**src/rtl/icache_intc_pkg.sv**
```systemverilog
// rtl/icache_intc_pkg.sv - shared types for the icache interconnect request arbiter
package icache_intc_pkg;

    typedef enum logic {
        ARB  = 1'b0,
        LOCK = 1'b1
    } arb_state_e;

endpackage

```
**src/rtl/icache_intc_id_fifo.sv**
```systemverilog
// rtl/icache_intc_id_fifo.sv - in-order FIFO of granted requester indices
module icache_intc_id_fifo #(
    parameter int DEPTH = 4,
    parameter int WIDTH = 2
) (
    input  logic             clk,
    input  logic             rst_n,
    input  logic             push_i,
    input  logic             pop_i,
    input  logic [WIDTH-1:0] data_i,
    output logic [WIDTH-1:0] data_o,
    output logic             full_o,
    output logic             empty_o
);

    localparam int PTR_W = $clog2(DEPTH);

    logic [WIDTH-1:0] mem_q [DEPTH];
    logic [PTR_W-1:0] wr_ptr_q;
    logic [PTR_W-1:0] rd_ptr_q;
    logic [PTR_W:0]   count_q;

    assign data_o  = mem_q[rd_ptr_q];
    assign full_o  = (count_q == (PTR_W+1)'(DEPTH));
    assign empty_o = (count_q == '0);

    // Storage needs no reset: the occupancy counter decides what is valid.
    always_ff @(posedge clk) begin
        if (push_i) begin
            mem_q[wr_ptr_q] <= data_i;
        end
    end

    // Pointers wrap naturally; occupancy is tracked separately so full and empty are unambiguous.
    always_ff @(posedge clk or negedge rst_n) begin
        if (!rst_n) begin
            wr_ptr_q <= '0;
            rd_ptr_q <= '0;
            count_q  <= '0;
        end else begin
            if (push_i) begin
                wr_ptr_q <= wr_ptr_q + PTR_W'(1);
            end
            if (pop_i) begin
                rd_ptr_q <= rd_ptr_q + PTR_W'(1);
            end
            case ({push_i, pop_i})
                2'b10:   count_q <= count_q + (PTR_W+1)'(1);
                2'b01:   count_q <= count_q - (PTR_W+1)'(1);
                default: count_q <= count_q;
            endcase
        end
    end

endmodule

```
**src/rtl/icache_intc_req_arb.sv**
```systemverilog
// rtl/icache_intc_req_arb.sv - round-robin request arbiter with in-order response routing
module icache_intc_req_arb
    import icache_intc_pkg::*;
#(
    parameter int N_REQ           = 4,
    parameter int ADDR_WIDTH      = 32,
    parameter int DATA_WIDTH      = 32,
    parameter int MAX_OUTSTANDING = 4
) (
    input  logic                        clk,
    input  logic                        rst_n,
    input  logic [N_REQ-1:0]            request_i,
    input  logic [N_REQ*ADDR_WIDTH-1:0] add_i,
    output logic [N_REQ-1:0]            grant_o,
    output logic                        request_o,
    output logic [ADDR_WIDTH-1:0]       add_o,
    input  logic                        grant_i,
    input  logic                        response_i,
    input  logic [DATA_WIDTH-1:0]       read_data_i,
    output logic [N_REQ-1:0]            response_o,
    output logic [DATA_WIDTH-1:0]       read_data_o,
    output logic                        error_o
);

    localparam int IDX_W = $clog2(N_REQ);

    arb_state_e       state_q;
    logic [IDX_W-1:0] lock_idx_q;
    logic [IDX_W-1:0] rr_ptr_q;
    logic             error_q;

    logic [IDX_W-1:0] scan_idx;
    logic [IDX_W-1:0] arb_idx;
    logic             arb_valid;
    logic [IDX_W-1:0] sel;
    logic             cand;
    logic             handshake;
    logic             fifo_full;
    logic             fifo_empty;
    logic             fifo_pop;
    logic [IDX_W-1:0] fifo_head;

    // Round-robin scan from rr_ptr upward; descending offsets so the nearest requester wins.
    always_comb begin
        arb_valid = 1'b0;
        arb_idx   = '0;
        scan_idx  = '0;
        for (int k = N_REQ - 1; k >= 0; k--) begin
            scan_idx = rr_ptr_q + k[IDX_W-1:0];
            if (request_i[scan_idx]) begin
                arb_valid = 1'b1;
                arb_idx   = scan_idx;
            end
        end
    end

    // While locked, the selection is frozen on the requester that saw a stalled request.
    assign sel       = (state_q == LOCK) ? lock_idx_q : arb_idx;
    assign cand      = (state_q == LOCK) ? request_i[lock_idx_q] : arb_valid;
    assign request_o = rst_n & cand & ~fifo_full;
    assign handshake = request_o & grant_i;
    assign add_o     = request_o ? add_i[sel*ADDR_WIDTH +: ADDR_WIDTH] : '0;

    assign fifo_pop    = rst_n & response_i & ~fifo_empty;
    assign read_data_o = rst_n ? read_data_i : '0;
    assign error_o     = error_q;

    // One-hot grant back to the selected requester and one-hot response to the oldest grantee.
    always_comb begin
        grant_o              = '0;
        grant_o[sel]         = handshake;
        response_o           = '0;
        response_o[fifo_head] = fifo_pop;
    end

    // Arbitration FSM, round-robin pointer and sticky protocol error.
    always_ff @(posedge clk or negedge rst_n) begin
        if (!rst_n) begin
            state_q    <= ARB;
            lock_idx_q <= '0;
            rr_ptr_q   <= '0;
            error_q    <= 1'b0;
        end else begin
            case (state_q)
                ARB: begin
                    if (request_o && !grant_i) begin
                        state_q    <= LOCK;
                        lock_idx_q <= sel;
                    end
                end
                LOCK: begin
                    if (handshake) begin
                        state_q <= ARB;
                    end else if (!request_i[lock_idx_q]) begin
                        state_q <= ARB;
                        error_q <= 1'b1;
                    end
                end
                default: state_q <= ARB;
            endcase
            if (handshake) begin
                rr_ptr_q <= sel + IDX_W'(1);
            end
            if (response_i && fifo_empty) begin
                error_q <= 1'b1;
            end
        end
    end

    icache_intc_id_fifo #(
        .DEPTH (MAX_OUTSTANDING),
        .WIDTH (IDX_W)
    ) u_id_fifo (
        .clk     (clk),
        .rst_n   (rst_n),
        .push_i  (handshake),
        .pop_i   (fifo_pop),
        .data_i  (sel),
        .data_o  (fifo_head),
        .full_o  (fifo_full),
        .empty_o (fifo_empty)
    );

endmodule

```
**config.mk**
```make
export PLATFORM = sky130hd
export DESIGN_NAME = icache_intc_req_arb
export DESIGN_NICKNAME = d
export VERILOG_FILES = /design/src/rtl/icache_intc_pkg.sv /design/src/rtl/icache_intc_id_fifo.sv /design/src/rtl/icache_intc_req_arb.sv
export SDC_FILE = /design/constraint.sdc
export NUM_CORES = 1
export LEC_CHECK = 0
export ABC_AREA = 1
export CORE_MARGIN = 2
export CORE_UTILIZATION = 32
export CTS_CLUSTER_DIAMETER = 100
export DETAILED_ROUTE_END_ITERATION = 10
export GPL_ROUTABILITY_DRIVEN = 0
export PLACE_DENSITY = 0.79
export SYNTH_ARGS = -nofsm -noshare
export SYNTH_HDL_FRONTEND = slang
export SYNTH_SLANG_ARGS = --single-unit
```
**constraint.sdc**
```tcl
create_clock -name clk -period 2.55 [get_ports clk]
set_input_delay 0.51 -clock clk [delete_from_list [all_inputs] [get_ports clk]]
set_output_delay 0.51 -clock clk [all_outputs]
set_load 0.01 [all_outputs]
```
==> flow_summary.json, run 1 <==
{
  "status": "complete, but fails checks",
  "violations": "setup timing",
  "hold_buffers": 0,
  "total_power_uw": 7907,
  "ys_seq_elements": 21,
  "wl_per_cell_um": 13.54,
  "clkTransAtPathRegs_ps": 80,
  "synth_compound_area_share_pct": 9.252,
  "cts_tree": "done",
  "powerDensity_mw_per_mm2": 1199,
  "critPathBufInv": 4,
  "ys_types": 28,
  "viasPerCell": 4.608,
  "slowest_delay_ps": 460,
  "maxCapViolations": 0,
  "die_w_um": 106.0,
  "fin_nets": 1040,
  "firstDrtPassIters": 4,
  "combPwrFrac_pct": 89.0,
  "synth_area_mm2": 0.003327,
  "synthMuxAreaShare_pct": 0,
  "slew_headroom_pct": 79.56,
  "worstPathRequired_ps": 2040,
  "yosysSeqAreaShare_pct": 17.00,
  "drive_above_1_share_pct": 21.60,
  "drc": 0,
  "grt_usage_pct": 23.27,
  "synthAdderAreaFrac_pct": 3.986,
  "cts_buffers": 3,
  "crit_top_cell": "nor2_2",
  "crit_type": "flop to primary output",
  "finalCritPeriodShare_pct": 112.2,
  "multi_input_area_mm2": 0.002151,
  "p_sw_share_pct": 51.32,
  "tightest_slew_ps": 304.3,
  "avgSynthCellArea_um2": 5.668,
  "hold_viol": 0,
  "antenna_left": 0,
  "clockBufferDepth": 2,
  "ir_worst_vdd_mv": 0.7830,
  "busiest_layer": "met2",
  "vias": 4603,
  "htreeDepth": 1,
  "die_area_mm2": 0.01123,
  "cp_slowest_cell": "dfrtp_2",
  "grt_pass1_wl_um": 20970,
  "period_needed_ps": 2862,
  "cts_sinks": 21,
  "finalWirelength_um": 13530,
  "rsz0062_at_grt": "yes",
  "grt_use_met1_pct": 24.17,
  "synth_top_family_by_area": "simple AND/OR/NAND/NOR gates",
  "sequentialPowerShare_pct": 8.2,
  "ys_warn_count": 0,
  "drv_slew": 0,
  "syn_nets": 765,
  "cp_max_fo": 12,
  "die_y_um": 106.0,
  "finalSetupViolations": 37,
  "p_switching_uw": 4058,
  "hold_class": "flop to flop",
  "syn_inst": 587,
  "arrival_ps": 2350,
  "antenna_found_initial": 2,
  "cpLargestDelayFamily": "simple AND/OR/NAND/NOR gates",
  "synth-simple-area-share_pct": 43.06,
  "dr.first_iter.drc_count": 165,
  "grt_max_degree": 42,
  "critPathLaunchType": "flop",
  "overflow": 0,
  "leakage_uw": 0.003778,
  "first_global_vias": 4505,
  "clk_latency_ps": 270,
  "path_cells": "clkbuf_16, o21ai_4, nor2_2, nor2_2, nand3_2, nand3_4, nand2_4, buf_12, buf_4, nand2_1, nand3_1, a21oi_1, buf_2",
  "met3_usage_pct": 5.947,
  "clock_skew_ps": 2.978,
  "ioPinCount": 242,
  "yosys.area_share.xor_xnor_pct": 1.580,
  "internal_power_uw": 3850,
  "core_mm2": 0.01023,
  "n_fill_cell": 899,
  "finalWorstSetupSlack_ps": -312.3,
  "initial_core_util_pct": 32.52,
  "port-buffer-count": 241,
  "p_clk_share_pct": 2.8,
  "grt_use_met2_pct": 44.61,
  "fin_setup_tns_ps": -9276,
  "cp-end-kind": "primary output",
  "synthToLayoutAreaGrowth_pct": 98.16,
  "cts_root_buffer": "clkbuf_8",
  "whs_ps": 499.7,
  "hpwl_um": 9952,
  "core.rowCount": 37,
  "synth-main-ff-cell": "dfrtp_1",
  "fmax_mhz": 349.4,
  "register_area_um2": 568.0,
  "ys_async_sr_fraction_pct": 61.90,
  "synth_edf_count": 8
}
## cell type report
| type | count | area share, % |
|---|---|---|
| antenna | 2 | 0.07592 |
| timing repair buffer | 307 | 46.25 |
| sequential | 21 | 8.616 |
| clock inverter | 1 | 0.07592 |
| inverter | 160 | 9.148 |
| tap | 136 | 2.581 |
| multi-input combinational | 369 | 32.62 |
| clock buffer | 3 | 0.6263 |
## kinds of logic (layout without fill, tap and decap cells)
family	Yosys count	in the layout
AO/OA/AOI/OAI	53	53
XOR/XNOR	6	6
adder cells (fa/ha/maj)	10	10
buffers and inverters	197	471
flip-flops	21	21
other	0	2
AND/OR/NAND/NOR	300	300
## sequential cells by signal, indices dropped and copies added (netlist names)
register / count
u_id_fifo.wr_ptr_q: 2
u_id_fifo.rd_ptr_q: 2
error_o: 1
rr_ptr_q: 2
lock_idx_q: 2
u_id_fifo.count_q: 3
state_q: 1
u_id_fifo.mem_q: 8
## per-stage QoR
| step | std cells | setup slack [ps] | utilization [%] | instance area, um2 |
|---|---|---|---|---|
| 3_5_place_dp | 974 | -888.1 | 60.28 | 6167 |
| 5_1_grt | 999 | -462.8 | 64.44 | 6593 |
| 3_3_place_gp | 974 | -833.3 | 60.28 | 6167 |
| 4_1_cts | 992 | -306.6 | 62.49 | 6394 |
| 6_report | 999 | -312.3 | 64.44 | 6593 |
| 2_1_floorplan | 587 | 132.6 | - | 3327 |
## path summary, 6_finish.rpt
path                                          from                               end  slack, ps  depth (start not counted)
setup / recovery           rr_ptr_q[0]$_DFFE_PN0P_                         add_o[28]       -310                         13
setup reg to reg           rr_ptr_q[0]$_DFFE_PN0P_  u_id_fifo.count_q[2]$_DFFE_PN0P_       -100                         18
min in group asynchronous                    rst_n  u_id_fifo.count_q[0]$_DFFE_PN0P_        800                          3
max in group asynchronous                    rst_n           rr_ptr_q[0]$_DFFE_PN0P_       1620                          3
hold reg to reg                error_o$_DFFE_PN0P_               error_o$_DFFE_PN0P_        500                          1
hold / removal                 error_o$_DFFE_PN0P_               error_o$_DFFE_PN0P_        500                          1
## power by group through the flow
stage	combinational (uW)	clock, uW	sequential [uW]
3_3_place_gp	6460	0	629
6_report	7040	220	649
2_1_floorplan	3840	0	591
4_1_cts	6860	225	630
5_1_grt	7710	239	671
3_5_place_dp	6570	0	629
## cells in the final DEF (no fill, tap or decap), types with 2 or more instances in the layout
cell             instances
bufbuf_16                2
nor2_2                   4
clkbuf_8                 3
a21oi_2                 19
xor2_1                   3
o21ai_4                  2
nand3_4                  3
buf_4                   41
buf_6                    8
buf_2                   36
xnor2_1                  2
dlygate4sd2_1           15
inv_1                  148
inv_2                   11
nor2_1                  14
nand2_2                 19
dlymetal6s2s_1          23
nand2_1                115
o21ai_2                  2
ha_1                     8
nand3_2                  7
o21ai_1                  4
a21oi_1                 17
clkdlybuf4s50_1        166
buf_12                  15
diode_2                  2
o21ai_0                  6
nand3b_1                32
dfrtp_2                  2
nand3_1                100
nand2_4                  3
edfxtp_1                 8
dfrtp_1                 11
## synthesized netlist by cell type (2+ instances only)
library cell	count	area share (%)
inv_1	157	18
nand2_1	126	14
nand3_1	108	16
nand3b_1	32	7.2
a21oi_1	28	4.2
nor2_1	18	2.0
dfrtp_1	13	9.8
nand2_2	12	2.3
buf_2	11	1.7
buf_6	11	3.7
ha_1	9	3.4
o21ai_0	9	1.4
a21oi_2	8	2.1
buf_1	8	0.90
edfxtp_1	8	7.2
clkbuf_1	7	0.79
o21ai_1	4	0.60
inv_2	3	0.34
xnor2_1	3	0.79
xor2_1	3	0.79
nand3_2	2	0.60
## metal layers
| layer | routed length, um | vias up | share of wire, % |
|---|---|---|---|
| met5 | 0 | - | 0 |
| met4 | 454 | 0 | 3.4 |
| met3 | 1222 | 35 | 9.0 |
| met2 | 6916 | 224 | 51 |
| met1 | 4933 | 2011 | 36 |
| li1 | - | 2333 | - |
## timing repair
action	in CTS	in global routing
resized for setup	188	79
setup endpoints to repair	64	63
setup buffers	11	5
cloned	3	1
pin swaps	8	15
No activity file was read; power rests on OpenSTA's default activity.
==> run 2: changes to the inputs <==
Settings changed: TNS_END_PERCENT set to 5.
==> flow_summary.json, run 2 (same netlist as run 1, synthesis figures left out) <==
{
  "htreeDepth": 1,
  "postPlaceCellArea_mm2": 0.006167,
  "n_fill_cell": 941,
  "finalCritPeriodShare_pct": 112.4,
  "powerDensity_mw_per_mm2": 1213,
  "maxCapViolations": 0,
  "initial_core_util_pct": 32.52,
  "hold_viol": 0,
  "die_y_um": 106.0,
  "multi_input_area_mm2": 0.002108,
  "clockBufferDepth": 2,
  "slew_headroom_pct": 79.64,
  "clk_latency_ps": 260,
  "core_mm2": 0.01023,
  "rr_worst_depth": 18,
  "dr.first_iter.drc_count": 164,
  "viasPerCell": 4.564,
  "cts_tree": "done",
  "register_area_um2": 568.0,
  "leakage_uw": 0.003542,
  "antenna_left": 0,
  "rsz0062_at_grt": "yes",
  "r2r_setup_slack_ps": -230,
  "first_global_vias": 4425,
  "min_path_cells": 1,
  "clock_skew_ps": 3.391,
  "grt_pass1_wl_um": 20490,
  "r2r_start": "rr_ptr_q[0]$_DFFE_PN0P_",
  "cp_max_fo": 12,
  "crit_type": "flop to primary output",
  "port-buffer-count": 241,
  "finalSetupViolations": 39,
  "overflow": 0,
  "status": "complete, but fails checks",
  "clkTransAtPathRegs_ps": 80,
  "preCtsSetupSlack_ps": -888.1,
  "regMostFlops": "u_id_fifo.mem_q",
  "violations": "setup timing",
  "fin_setup_tns_ps": -9974,
  "cts_root_buffer": "clkbuf_8",
  "worstPathRequired_ps": 2040,
  "finalWirelength_um": 13000,
  "arrival_ps": 2360,
  "grt_usage_pct": 22.61,
  "die_area_mm2": 0.01123,
  "drc": 0,
  "antenna_found_initial": 2,
  "grt_max_degree": 42,
  "design_area_mm2": 0.006402,
  "r2r_end": "u_id_fifo.count_q[2]$_DFFE_PN0P_",
  "finalWorstSetupSlack_ps": -316.5,
  "cts_buffers": 3,
  "cts_sinks": 21,
  "hold_end": "error_o$_DFFE_PN0P_",
  "fin_nets": 1030,
  "period_needed_ps": 2866,
  "die_w_um": 106.0,
  "layout_commonest_cell": "clkdlybuf4s50_1",
  "wl_per_cell_um": 13.14,
  "tightest_slew_ps": 303.0,
  "drive_above_1_share_pct": 19.98,
  "cp-end-kind": "primary output",
  "ir_worst_vdd_mv": 0.7037,
  "hp-start": "error_o$_DFFE_PN0P_",
  "ioPinCount": 242,
  "firstDrtPassIters": 4,
  "fmax_mhz": 348.9,
  "drv_slew": 0,
  "core.rowCount": 37,
  "top_regs": "u_id_fifo.mem_q: 8 flops, u_id_fifo.count_q: 3 flops",
  "largest_register_ffs": 8,
  "hold_class": "flop to flop",
  "hpwl_um": 9952,
  "vias": 4514,
  "mostFrequentLayoutCells": "clkdlybuf4s50_1, inv_1, nand2_1, nand3_1, buf_4",
  "synthToLayoutAreaGrowth_pct": 92.44,
  "critPathLaunchType": "flop"
}
-- run 2: worst max-delay path, cell delays in order, from the launching register on --
cell       delay [ps]
dfrtp_2           460
clkbuf_16         180
o21ai_4           160
nor2_2             80
nor2_2            140
nand3_2           110
nand3_4           160
nand2_4            90
buf_12            150
buf_6             140
nand2_2            60
nand3_2            70
a21oi_2           140
buf_2             140
-- run 2: area by class of cell --
| cell class | instances | area share (%) |
|---|---|---|
| flip-flops and latches | 21 | 8.872 |
| clock inverters | 1 | 0.07817 |
| multi-input cells | 369 | 32.93 |
| diodes | 2 | 0.07817 |
| well taps | 136 | 2.658 |
| repair buffers | 297 | 45.32 |
| inverters | 160 | 9.420 |
| clock buffers | 3 | 0.6449 |
-- run 2: how the worst max path moves through the flow --
stage                     slack (ps)               startpoint                                to
after floorplan                  130             request_i[0]  u_id_fifo.count_q[2]$_DFFE_PN0P_
after CTS                       -310  rr_ptr_q[0]$_DFFE_PN0P_                         add_o[19]
after global routing            -440  rr_ptr_q[0]$_DFFE_PN0P_                         add_o[29]
after detailed placement        -890             request_i[1]                         add_o[24]
final                           -320  rr_ptr_q[0]$_DFFE_PN0P_                         add_o[24]
after global placement          -830             request_i[1]                         add_o[25]
-- run 2: repair_timing --
item / in CTS / in global routing
cloned: 1 / 2
setup endpoints to repair: 64 / 51
hold buffers: 0 / 0
pin swaps: 10 / 13
setup buffers: 5 / 1
resized for setup: 168 / 72
-- run 2: power breakdown --
part / switching [uW] / total, uW / internal [uW] / leakage, uW
logic: 3760 / 6900 / 3140 / 0.00329
registers: 131 / 646 / 515 / 0.000226
clock network: 112 / 221 / 109 / 0.0000255
-- run 2: metal layers --
layer | global-route usage, % | part of all wire (%) | vias up
met5 | 0 | 0 | -
met4 | 7.613 | 2.5 | 0
met3 | 6.009 | 8.4 | 25
met2 | 43.36 | 51 | 206
met1 | 23.64 | 38 | 1967
li1 | - | - | 2316
-- run 2: per-stage QoR --
step | instances | util, % | total power, uW | hold WS, ps
after detailed placement | 974 | 60.28 | 7196 | 483.5
after global routing | 989 | 62.58 | 8475 | 519.4
final | 989 | 62.58 | 7767 | 503.6
after global placement | 974 | 60.28 | 7087 | 474.7
after floorplan | 587 | - | 4433 | 214.4
after CTS | 984 | 61.70 | 7610 | 500.5
==> run 3: changes to the inputs <==
Settings changed: SLEW_MARGIN set to 10.
==> results of run 3 <==
Final layout, timing and power as in run 2 (identical DEF).
